[config.mk]
export PLATFORM = sky130hd
export DESIGN_NAME = bsmm_operand_loader_flat
export DESIGN_NICKNAME = d
export VERILOG_FILES = /design/src/rtl/bsmm_pkg.sv /design/src/rtl/bsmm_operand_loader_if.sv /design/src/rtl/bsmm_busy_timer.sv /design/src/rtl/bsmm_operand_loader.sv /design/src/flat_wrapper.sv
export SDC_FILE = /design/constraint.sdc
export NUM_CORES = 1
export LEC_CHECK = 0
export BUFFER_PORTS_ARGS = -buffer_cell sky130_fd_sc_hd__buf_2
export CAP_MARGIN = 20
export CELL_PAD_IN_SITES_DETAIL_PLACEMENT = 0
export CELL_PAD_IN_SITES_GLOBAL_PLACEMENT = 1
export CORE_MARGIN = 4
export CORE_UTILIZATION = 43
export DETAILED_ROUTE_END_ITERATION = 16
export GPL_TIMING_DRIVEN = 1
export PLACE_DENSITY_LB_ADDON = 0.1
export SLEW_MARGIN = 20
export SYNTH_ARGS = -nofsm -noshare
export SYNTH_HDL_FRONTEND = slang
export SYNTH_HIERARCHICAL = 1
export SYNTH_SLANG_ARGS = --single-unit
[constraint.sdc]
create_clock -name clk -period 2.4 [get_ports clk]
set_input_delay 0.24 -clock clk [delete_from_list [all_inputs] [get_ports clk]]
set_output_delay 0.24 -clock clk [all_outputs]
set_load 0.01 [all_outputs]
[src/rtl/bsmm_pkg.sv]
// rtl/bsmm_pkg.sv - shared constants and vector type for the bit-serial multiplier path
package bsmm_pkg;

   localparam int BSMM_N_VALUES       = 10;
   localparam int BSMM_WIDTH          = 32;
   // Matches the multiplier latency so the frozen window covers the whole computation
   localparam int BSMM_COMPUTE_CYCLES = 40;

   typedef logic [BSMM_N_VALUES-1:0][BSMM_WIDTH-1:0] bsmm_vec_t;

endpackage

[src/rtl/bsmm_operand_loader_if.sv]
// rtl/bsmm_operand_loader_if.sv - operand word stream with valid/ready handshake
interface bsmm_operand_loader_if
   import bsmm_pkg::*;
#(
   parameter int WIDTH = BSMM_WIDTH
);

   logic             valid;
   logic             ready;
   logic [WIDTH-1:0] data;
   logic             last;

   modport master (output valid, output data, output last, input ready);
   modport slave  (input valid, input data, input last, output ready);

endinterface

[src/rtl/bsmm_busy_timer.sv]
// rtl/bsmm_busy_timer.sv - compute window counter producing busy, done and a free flag
module bsmm_busy_timer
   import bsmm_pkg::*;
#(
   parameter int COMPUTE_CYCLES = BSMM_COMPUTE_CYCLES
)(
   input  logic clk,
   input  logic rst,
   input  logic load,
   output logic busy,
   output logic done,
   output logic free
);

   localparam int CNT_W = $clog2(COMPUTE_CYCLES + 1);

   logic [CNT_W-1:0] cnt;

   assign busy = (cnt != '0);
   // The window ending on this edge counts as free so a waiting vector launches without a bubble
   assign free = (cnt <= CNT_W'(1));

   // Load on launch, otherwise count down; done marks every window that runs to its last cycle
   always_ff @(posedge clk or negedge rst) begin
      if (!rst) begin
         cnt  <= '0;
         done <= 1'b0;
      end else begin
         done <= (cnt == CNT_W'(1));
         if (load) begin
            cnt <= CNT_W'(COMPUTE_CYCLES);
         end else if (cnt != '0) begin
            cnt <= cnt - 1'b1;
         end
      end
   end

endmodule

[src/rtl/bsmm_operand_loader.sv]
// rtl/bsmm_operand_loader.sv - assembles operand words into a vector and launches the multiplier
module bsmm_operand_loader
   import bsmm_pkg::*;
#(
   parameter int N_VALUES       = BSMM_N_VALUES,
   parameter int WIDTH          = BSMM_WIDTH,
   parameter int COMPUTE_CYCLES = BSMM_COMPUTE_CYCLES
)(
   input  logic                              clk,
   input  logic                              rst,
   bsmm_operand_loader_if.slave              operand,
   output logic [N_VALUES-1:0][WIDTH-1:0]    values,
   output logic                              start,
   output logic                              busy,
   output logic                              done
);

   localparam int IDX_W = $clog2(N_VALUES);

   logic [N_VALUES-1:0][WIDTH-1:0] fill_buf;
   logic [IDX_W-1:0]               wr_idx;
   logic                           buf_full;
   logic                           accept;
   logic                           launch;
   logic                           window_free;

   assign operand.ready = !buf_full;
   assign accept        = operand.valid && !buf_full;
   assign launch        = buf_full && window_free;

   bsmm_busy_timer #(
      .COMPUTE_CYCLES (COMPUTE_CYCLES)
   ) u_timer (
      .clk  (clk),
      .rst  (rst),
      .load (launch),
      .busy (busy),
      .done (done),
      .free (window_free)
   );

   // Fill the buffer word by word; on launch hand it to values and start an empty fill
   always_ff @(posedge clk or negedge rst) begin
      if (!rst) begin
         fill_buf <= '0;
         wr_idx   <= '0;
         buf_full <= 1'b0;
         values   <= '0;
         start    <= 1'b0;
      end else begin
         start <= 1'b0;
         if (launch) begin
            values   <= fill_buf;
            start    <= 1'b1;
            fill_buf <= '0;
            buf_full <= 1'b0;
            wr_idx   <= '0;
         end else if (accept) begin
            fill_buf[wr_idx] <= operand.data;
            wr_idx           <= wr_idx + 1'b1;
            if (operand.last || (wr_idx == IDX_W'(N_VALUES - 1))) begin
               buf_full <= 1'b1;
            end
         end
      end
   end

endmodule

[src/flat_wrapper.sv]
// flat-port wrapper written by rule: the top's interface ports become plain ports
module bsmm_operand_loader_flat import bsmm_pkg::*;
#(
   parameter int N_VALUES       = BSMM_N_VALUES,
   parameter int WIDTH          = BSMM_WIDTH,
   parameter int COMPUTE_CYCLES = BSMM_COMPUTE_CYCLES
)
  (clk, rst, values, start, busy, done, operand_valid, operand_data, operand_last, operand_ready);
  bsmm_operand_loader_if #(.WIDTH(WIDTH)) operand_i ();
  input  logic clk;
  input  logic rst;
  output logic [N_VALUES-1:0][WIDTH-1:0] values;
  output logic start;
  output logic busy;
  output logic done;
  input wire logic [$bits(operand_i.valid)-1:0] operand_valid;
  input wire logic [$bits(operand_i.data)-1:0] operand_data;
  input wire logic [$bits(operand_i.last)-1:0] operand_last;
  output wire logic [$bits(operand_i.ready)-1:0] operand_ready;
  assign operand_i.valid = operand_valid;
  assign operand_i.data = operand_data;
  assign operand_i.last = operand_last;
  assign operand_ready = operand_i.ready;
  bsmm_operand_loader #(.N_VALUES(N_VALUES), .WIDTH(WIDTH), .COMPUTE_CYCLES(COMPUTE_CYCLES)) u_core (.clk(clk), .rst(rst), .operand(operand_i), .values(values), .start(start), .busy(busy), .done(done));
endmodule
==> results of run 1 <==
## synthesized netlist by cell type (all sizes together) (2+ instances only)
cell type,n
o31ai,3
nor3,2
nand2,1255
and2,8
inv,7
or3,2
nand3,321
mux2i,2
nor2,5
o21ai,320
buf,119
nor2b,4
and3b,2
a21oi,36
clkbuf,125
ha,6
dfrtp,653
## where the power goes
group,switching (mW),internal [mW]
combinational,7.78,4.22
sequential,2.91,15.5
clock,4.28,6.27
## cells by family (layout without fill, tap and decap cells)
family                   after synthesis  after routing  synth area share (%)
flip-flops                           653            653                  63.0
AND/OR/NAND/NOR                     1608           1608                  25.2
buffers and inverters                252            564                  4.20
adder cells (fa/ha/maj)                6              6                 0.290
AO/OA/AOI/OAI                        364            364                  7.12
multiplexers                           3              3                 0.121
## critical path, delay by kind of cell, from the launching register on
kind / cells / cell delay (ns)
flops: 1 / 0.40
fa+ha+maj: 1 / 0.27
simple gates: 4 / 0.49
compound gates: 1 / 0.20
buf+inv: 3 / 0.63
## metal layers
layer  global-route usage, %  vias up  part of all wire, %
met4                    7.55        0                  2.4
met1                    38.1    10700                   44
met3                    4.94      117                  6.8
li1                        -     9783                    -
met5                       0        -                    0
met2                    41.5      704                   47
## cells in the final DEF (no fill, tap or decap), types with 2 or more instances in the layout
master | Yosys | routed
a21oi_1 | 36 | 36
dfrtp_1 | 653 | 652
dlygate4sd3_1 | 0 | 2
o21ai_1 | 21 | 21
buf_4 | 1 | 50
bufinv_16 | 0 | 2
buf_2 | 100 | 358
clkbuf_8 | 0 | 17
clkbuf_16 | 0 | 73
inv_1 | 7 | 7
nor2_1 | 5 | 4
clkbuf_1 | 120 | 15
buf_12 | 0 | 28
mux2i_1 | 2 | 2
and2_1 | 7 | 7
ha_1 | 6 | 6
o21ai_0 | 299 | 299
nand2_1 | 1255 | 1254
o31ai_1 | 3 | 3
clkinv_2 | 0 | 7
nor3_1 | 2 | 2
nand3_1 | 321 | 321
nor2b_4 | 0 | 3
## worst paths after layout
path | startpoint | to | slack, ns | depth (start not counted)
worst max-delay path | u_core/u_timer/cnt[0] | u_core/fill_buf[279] | 0.23 | 9
max in group asynchronous | rst | u_core/fill_buf[44] | 1.30 | 3
min in group asynchronous | rst | u_core/fill_buf[145] | 0.21 | 2
worst min-delay path | operand_valid | u_core/buf_full | 0.06 | 3
worst min register to register | u_core/fill_buf[65] | u_core/values[65] | 0.46 | 2
worst max register to register | u_core/u_timer/cnt[0] | u_core/fill_buf[279] | 0.23 | 9
## final cells by class
type / instances / area, µm² / area share [%]
tap: 773 / 967 / 3.13
timing repair buffer: 440 / 2770 / 8.98
inverter: 8 / 37.5 / 0.121
clock inverter: 11 / 111 / 0.360
clock buffer: 105 / 2120 / 6.85
multi-input combinational: 1981 / 8550 / 27.7
sequential: 653 / 16300 / 52.9
## registers in the layout, indices dropped and copies added (netlist names)
name	cells
u_core/u_timer/cnt	6
u_core/wr_idx	4
u_core/u_timer/done	1
u_core/values	320
u_core/buf_full	1
u_core/fill_buf	320
u_core/start	1
## timing repair
action | in CTS | in global routing
setup endpoints to repair | 0 | 9
endpoints found under the hold margin | 44 | 0
resized for setup | 0 | 1
hold buffers | 2 | 0
==> results_dict.tcl, run 1 <==
set metrics [dict create \
    gp_congestion 0.809 \
    dr_total_vias 21300 \
    via_per_inst 5.36 \
    critical_path.cell_chain "inv_1 -> ha_1 -> nand3_1 -> nand2b_1 -> nand2_4 -> buf_4 -> buf_12 -> nand2_1 -> o21ai_0" \
    dp_cells 3853 \
    cts_buffers 71 \
    post-place-ws_ns 0.219 \
    cts_tree "built" \
    finalHoldViolations 0 \
    nFillCells 5614 \
    total_power_mw 40.9 \
    slowest_delay_ns 0.40 \
    synth_seq_area_share_pct 63.0 \
    clockRootBuffer "clkbuf_16" \
    skew_ns 0.0127 \
    final_cells 3971 \
    routedWlPerCell_um 21.7 \
    ant_nets 0 \
    p_per_area_nw_per_um2 1330 \
    crit_path_top_delay_cell "dfrtp_1" \
    htreeDepth 3 \
    synth_area_um2 25900 \
    cts_sinks 653 \
    end_kind "flop" \
    async_flop_share_pct 100 \
    grt_pass1_wl_um 130000 \
    worst_setup_path_start_kind "flop" \
    postLayoutCellArea_um2 30900 \
    crit_type "flop to flop" \
    clock_path_buffers 3 \
    power.static_leakage_nw 15.8 \
    max_cap_violations 0 \
    grt-ovfl-total 0 \
    diodes 0 \
    yosysUniqueCellTypes 40 \
    fin_setup_tns_ns 0 \
    setup_viol 0 \
    fin_hold_ws_ns 0.0603 \
    syn_to_final_growth_pct 19.2 \
    ys_warn_count 6 \
    port-buffer-count 359 \
    worstMarginPinSlew_ns 0.724 \
    final_nets 3197 \
    min_period_ns 2.17 \
    detailed_place_hpwl_um 51800 \
    core_area_um2 59400 \
    ioPinCount 360 \
    chipWidth_um 254 \
    min_path_type "input pin to flop" \
    status "complete, no violations" \
    place_area_um2 28600 \
    synth_area_leaders "dfrtp_1 63%, nand2_1 18%, nand3_1 6.2%" \
    initial_core_util_pct 43.7 \
    layout-drive-gt1-share_pct 17.4 \
    wirelength_um 86200 \
    ys.flop_type "dfrtp_1" \
    grt_pass1_vias 20700 \
    insertion_delay_ns 0.59 \
    syn_avg_cell_area_um2 8.98 \
    post-route-period-util_pct 90.5 \
    rows 89 \
    antenna_found_initial 9 \
    drt-initial-drc-count 1992 \
    ys_ff_latch 653 \
    fmax_mhz 460 \
    path_max_fanout 100 \
    syn_inst 2886 \
    track_usage_pct 26.5 \
    slew_headroom_pct 51.7 \
    critPathRequiredTime_ns 2.89 \
    rsz0062_at_grt "false" \
    final_util_pct 52.1 \
    first_pass_iters 6 \
    maxSlewViolCount 0 \
    grt_max_degree 101 \
    synth_nets 2928 \
    synth_top_area_cell "dfrtp_1" \
    synth_top_area_share_pct 63.0 \
    die-area_um2 64300 \
    ir_drop_uv 615 \
    cp.arrival_ns 2.67 \
    synth_edf_count 0 \
    setup_ws_ns 0.228 \
    clk_pin_slew_ns 0.06 \
    drc 0 \
    die_h_um 254 \
    cts_setup_buffers 0 \
]
Power figures use the tool's default switching activity.
==> inputs of run 2 (changes only) <==
- ABC_AREA: not set -> 1
==> run 2 against run 1 <==
  * Clock skew increased by 0.0047 ns
  * Critical path depth increased by 2
  * Register-to-register slack worse by 0.13 ns
  * Design area decreased by 0.20%
  * Fmax fell by 5.7%
  * Sequential share of layout area increased by 0.10 points
  * Cell count up 3.0%
  * Critical endpoint is now u_core/values[162]
==> results_dict.tcl, run 2 <==
set metrics [dict create \
    end_kind "flop" \
    clk_pin_slew_ns 0.06 \
    layout-drive-gt1-share_pct 18.3 \
    synth.cells.most_frequent "1758 x nand2_1, 653 x dfrtp_1, 210 x nand3_1" \
    ir_drop_uv 559 \
    cts_tree "built" \
    syn_inst 2908 \
    worst_setup_path_start_kind "flop" \
    rsz0062_at_grt "true" \
    cts_sinks 653 \
    skew_ns 0.0174 \
    largestRegisters "u_core/fill_buf (320), u_core/values (320), u_core/u_timer/cnt (6)" \
    slew_headroom_pct 38.6 \
    synth_area_leaders "dfrtp_1 64%, nand2_1 26%, nand3_1 4.1%" \
    track_usage_pct 26.0 \
    die_h_um 251 \
    antenna_found_initial 3 \
    critPathRequiredTime_ns 2.93 \
    drc 0 \
    final_util_pct 53.0 \
    via_per_inst 4.98 \
    first_pass_iters 5 \
    synth_edf_count 0 \
    grt_max_degree 176 \
    rows 88 \
    slowest_delay_ns 0.39 \
    power.static_leakage_nw 18.4 \
    min_path_type "input pin to flop" \
    grt_pass1_wl_um 126000 \
    post-route-period-util_pct 96.0 \
    synth.most_common_cell "nand2_1" \
    drt-initial-drc-count 1553 \
    insertion_delay_ns 0.60 \
    detailed_place_hpwl_um 51600 \
    dr_total_vias 20400 \
    synth_top_area_share_pct 64.2 \
    clockRootBuffer "clkbuf_16" \
    core_area_um2 58100 \
    nFillCells 5539 \
    fin_hold_ws_ns 0.0802 \
    grt-ovfl-total 0 \
    layout.cells.most_common "nand2_1" \
    fmax_mhz 434 \
    grt_pass1_vias 20300 \
    chipWidth_um 251 \
    syn_to_final_growth_pct 21.2 \
    cp.arrival_ns 2.83 \
    synth_area_um2 25400 \
    max_cap_violations 0 \
    initial_core_util_pct 43.8 \
    critical_path.cell_chain "inv_1 -> ha_1 -> nand3_4 -> o21ai_0 -> buf_4 -> nand2_4 -> inv_8 -> buf_4 -> buf_12 -> nand2_1 -> nand2_1" \
    synth_seq_area_share_pct 64.2 \
    die-area_um2 63100 \
    wirelength_um 83300 \
    ys.flop_type "dfrtp_1" \
    syn_avg_cell_area_um2 8.75 \
    port-buffer-count 359 \
    routedWlPerCell_um 20.4 \
    reg2reg_slack_ns 0.1 \
    crit_type "flop to flop" \
    min_period_ns 2.30 \
    htreeDepth 3 \
    setup_viol 0 \
    ys_ff_latch 653 \
    synth_top_area_cell "dfrtp_1" \
    cts_buffers 71 \
    final_nets 3317 \
    path_max_fanout 70 \
    mostFrequentLayoutCells "1757 x nand2_1, 653 x dfrtp_1, 358 x buf_2" \
    total_power_mw 36.7 \
    crit_path_top_delay_cell "dfrtp_1" \
    synth_nets 2950 \
    gp_congestion 0.796 \
    clock_path_buffers 3 \
    async_flop_share_pct 100 \
    yosysUniqueCellTypes 19 \
    worstMarginPinSlew_ns 0.921 \
    finalHoldViolations 0 \
    maxSlewViolCount 0 \
    p_per_area_nw_per_um2 1190 \
    status "complete, no violations" \
    ys_warn_count 6 \
    ioPinCount 360 \
    ant_nets 0 \
]
[run 2: final cells by class]
| cell class | instances | area, µm² | share of cell area, % |
|---|---|---|---|
| Sequential cell | 653 | 16300 | 53.0 |
| Antenna cell | 1 | 2.50 | 0.00812 |
| Tap cell | 765 | 957 | 3.10 |
| Clock buffer | 106 | 2100 | 6.81 |
| Timing Repair Buffer | 452 | 2850 | 9.24 |
| Clock inverter | 15 | 178 | 0.576 |
| Multi-Input combinational cell | 2047 | 8210 | 26.6 |
| Inverter | 50 | 195 | 0.633 |
[run 2: stage by stage]
step / setup TNS, ns / cell area [µm²] / std cells / worst slack (ns)
global placement: 0 / 28400 / 3963 / 0.0512
global route: -0.249 / 30800 / 4089 / -0.0396
floorplan: 0 / 25400 / 2908 / 0.361
CTS: 0 / 30700 / 4087 / 0.0243
finish: 0 / 30800 / 4089 / 0.0961
detailed placement: 0 / 28400 / 3963 / 0.0118
[run 2: worst max-delay path, delay by kind of cell, from the launching register on]
kind                       cells  cell delay, ns
adders and majority gates      1            0.28
DFF                            1            0.39
and+or+nand+nor                4            0.42
buffers and inverters          5            0.97
AOI/OAI and AO/OA              1            0.09
[run 2: repair_timing]
action | in CTS | in global routing
hold buffers | 3 | 0
setup buffers | 0 | 0
gates cloned | 0 | 1
endpoints found under the setup margin | 1 | 329
resized for setup | 1 | 18
endpoints found under the hold margin | 241 | 0
[run 2: path summary, 6_finish.rpt]
path,endpoint,cells past startpoint,startpoint
worst min-delay path,u_core/fill_buf[51],5,operand_data[19]
worst max register to register,u_core/values[162],11,u_core/u_timer/cnt[1]
worst min register to register,u_core/values[197],2,u_core/fill_buf[197]
min in group asynchronous,u_core/values[120],2,rst
max in group asynchronous,u_core/values[207],3,rst
worst max-delay path,u_core/values[162],11,u_core/u_timer/cnt[1]
[run 2: power breakdown]
part	internal, mW	leakage (nW)	switching (mW)
combinational	3.22	8.31	5.89
sequential	14.5	8.93	2.27
clock	6.45	1.12	4.36
total	24.1	18.4	12.5
[run 2: kinds of logic (layout without fill, tap and decap cells)]
family	Yosys count	after routing	synth area share [%]
AND/OR/NAND/NOR	2030	2030	31.5
flip-flops	653	653	64.2
buffers and inverters	208	623	3.77
AO/OA/AOI/OAI	10	10	0.197
adder cells (fa/ha/maj)	6	6	0.295
XOR/XNOR	1	1	0.0344
other	0	1	0
[run 2: per-layer routing]
layer,GRT usage [%],vias to the layer above,part of all wire [%]
li1,-,9631,-
met1,35.8,9982,43
met2,41.3,619,47
met3,5.15,134,6.4
met4,9.64,0,3.6
met5,0,-,0
==> inputs of run 3 (changes only) <==
- CORE_UTILIZATION: 43 -> 45
- CTS_BUF_LIST: not set -> sky130_fd_sc_hd__clkbuf_4 sky130_fd_sc_hd__clkbuf_8
==> run 3 against run 2 <==
  * Clock skew increased by 0.0096 ns
  * Count of clock-buffer cells in the layout up 75
  * Power shrank 0.70%
  * Die area fell by 4.3%
  * Largest cell class unchanged
  * Highest routed layer unchanged
  * First-iteration DRC count is 8.8% higher
==> results_dict.tcl, run 3 (synthesis gave the netlist of run 2 again) <==
set metrics [dict create \
    status "complete, no violations" \
    grt_max_degree 184 \
    ioPinCount 360 \
    worstMarginPinSlew_ns 0.859 \
    maxSlewViolCount 0 \
    regToRegStartpoint "u_core/u_timer/cnt[0]" \
    finalHoldViolations 0 \
    setup_ws_ns 0.124 \
    multi_input_area_um2 8250 \
    cts_buffers 108 \
    path_max_fanout 13 \
    clkPwrFrac_pct 28.7 \
    grt-ovfl-total 0 \
    die-area_um2 60400 \
    track_usage_pct 27.4 \
    initial_core_util_pct 45.8 \
    via_per_inst 5.02 \
    power.static_leakage_nw 18.5 \
    gp_congestion 0.815 \
    cp.arrival_ns 2.92 \
    insertion_delay_ns 0.71 \
    mostFrequentLayoutCells "1757 x nand2_1, 653 x dfrtp_1, 358 x buf_2" \
    crit_start "u_core/u_timer/cnt[0]" \
    fmax_mhz 439 \
    power.switching_mw 12.8 \
    port-buffer-count 359 \
    nFillCells 5264 \
    p_per_area_nw_per_um2 1180 \
    crit_type "flop to flop" \
    final_nets 3349 \
    r2r_cells 10 \
    ff_latch_area_um2 16300 \
    rsz0062_at_grt "false" \
    grt_pass1_wl_um 126000 \
    clockRootBuffer "clkbuf_8" \
    end_kind "flop" \
    swShare_pct 35.0 \
    grt_pass1_vias 20700 \
    sequentialPowerShare_pct 46.0 \
    slew_headroom_pct 42.6 \
    comb_power_share_pct 25.3 \
    core_area_um2 55500 \
    drt-initial-drc-count 1690 \
    clk_pin_slew_ns 0.07 \
    fin_hold_ws_ns 0.0277 \
    skew_ns 0.0270 \
    worst_setup_path_start_kind "flop" \
    first_pass_iters 5 \
    clock_path_buffers 3 \
    drc 0 \
    critPathCapture "u_core/fill_buf[228]" \
    htreeDepth 3 \
    rows 86 \
    ant_nets 0 \
    syn_to_final_growth_pct 21.5 \
    min_period_ns 2.28 \
    wirelength_um 84300 \
    layout-drive-gt1-share_pct 20.5 \
    post-route-period-util_pct 94.8 \
    routedWlPerCell_um 20.3 \
    min_path_type "input pin to flop" \
    setup_viol 0 \
    detailed_place_hpwl_um 50300 \
    power.internal_mw 23.6 \
    die_h_um 246 \
    critPathRequiredTime_ns 3.04 \
    max_cap_violations 0 \
    largestRegisters "u_core/fill_buf (320), u_core/values (320), u_core/u_timer/cnt (6)" \
    cts_tree "built" \
    layout.cells.most_common "nand2_1" \
    dr_total_vias 20800 \
    cts_sinks 653 \
    post-place-ws_ns -0.0873 \
    chipWidth_um 246 \
    reg2reg_to "u_core/fill_buf[228]" \
    reg2reg_slack_ns 0.12 \
    antenna_found_initial 1 \
    worstHoldStart "operand_data[8]" \
    ir_drop_uv 511 \
]
==> run 3: worst min-delay path by stage <==
stage	to	slack, ns	cells past startpoint
6_report	u_core/fill_buf[40]	0.03	5
2_1_floorplan	u_core/buf_full	-0.06	0
3_5_place_dp	u_core/fill_buf[109]	0.21	1
3_3_place_gp	u_core/fill_buf[122]	0.21	1
5_1_grt	u_core/fill_buf[136]	0.01	5
4_1_cts	u_core/fill_buf[227]	0.006	5
==> run 3: per-stage QoR <==
stage	total power, mW	setup TNS (ns)	utilization, %	instances	cell area [µm²]
final	36.4	0	55.7	4146	30900
after global routing	38.6	0	55.7	4146	30900
after CTS	36.6	-0.343	55.4	4143	30800
after detailed placement	25.9	-2.37	50.9	3935	28300
after global placement	25.6	-0.787	50.9	3934	28200
after floorplan	21.5	0	-	2908	25400
==> run 3: what timing repair did <==
action                     4_1_cts  5_1_grt
gates cloned                     1        2
hold endpoints to repair       599        0
gates resized for setup          4       16
hold buffers                     7        0
setup endpoints to repair       84      461
pin swaps                        0        0
buffers inserted                 0        0
==> run 3: area by class of cell <==
class	instances	share of cell area [%]
tap	748	3.03
clock inverter	19	0.368
clock buffer	181	7.35
multi-input combinational	2047	26.7
inverter	50	0.631
antenna	1	0.00810
sequential	653	52.9
timing repair buffer	447	9.05
==> run 3: per-layer routing <==
layer	GRT usage [%]	routed length (µm)
met1	36.5	35300
met2	44.0	40000
met3	5.83	5820
met4	11.1	3120
met5	0	0
==> run 3: critical path, cell delays in order (launching register included) <==
cell     delay (ns)
dfrtp_1        0.37
inv_1          0.07
ha_1           0.24
nand3_4        0.10
o21ai_1        0.10
nand2_4        0.11
inv_8          0.07
buf_4          0.20
nor2_2         0.67
nand3_1        0.14
nand2_1        0.12
==> run 3: power groups by stage <==
| stage | Clock (mW) | Combinational, mW | Sequential, mW |
|---|---|---|---|
| floorplan | 0 | 4.63 | 16.9 |
| global placement | 0 | 8.86 | 16.8 |
| detailed placement | 0 | 9.07 | 16.9 |
| CTS | 10.7 | 9.18 | 16.7 |
| global route | 11.2 | 10.3 | 17.1 |
| finish | 10.5 | 9.21 | 16.7 |
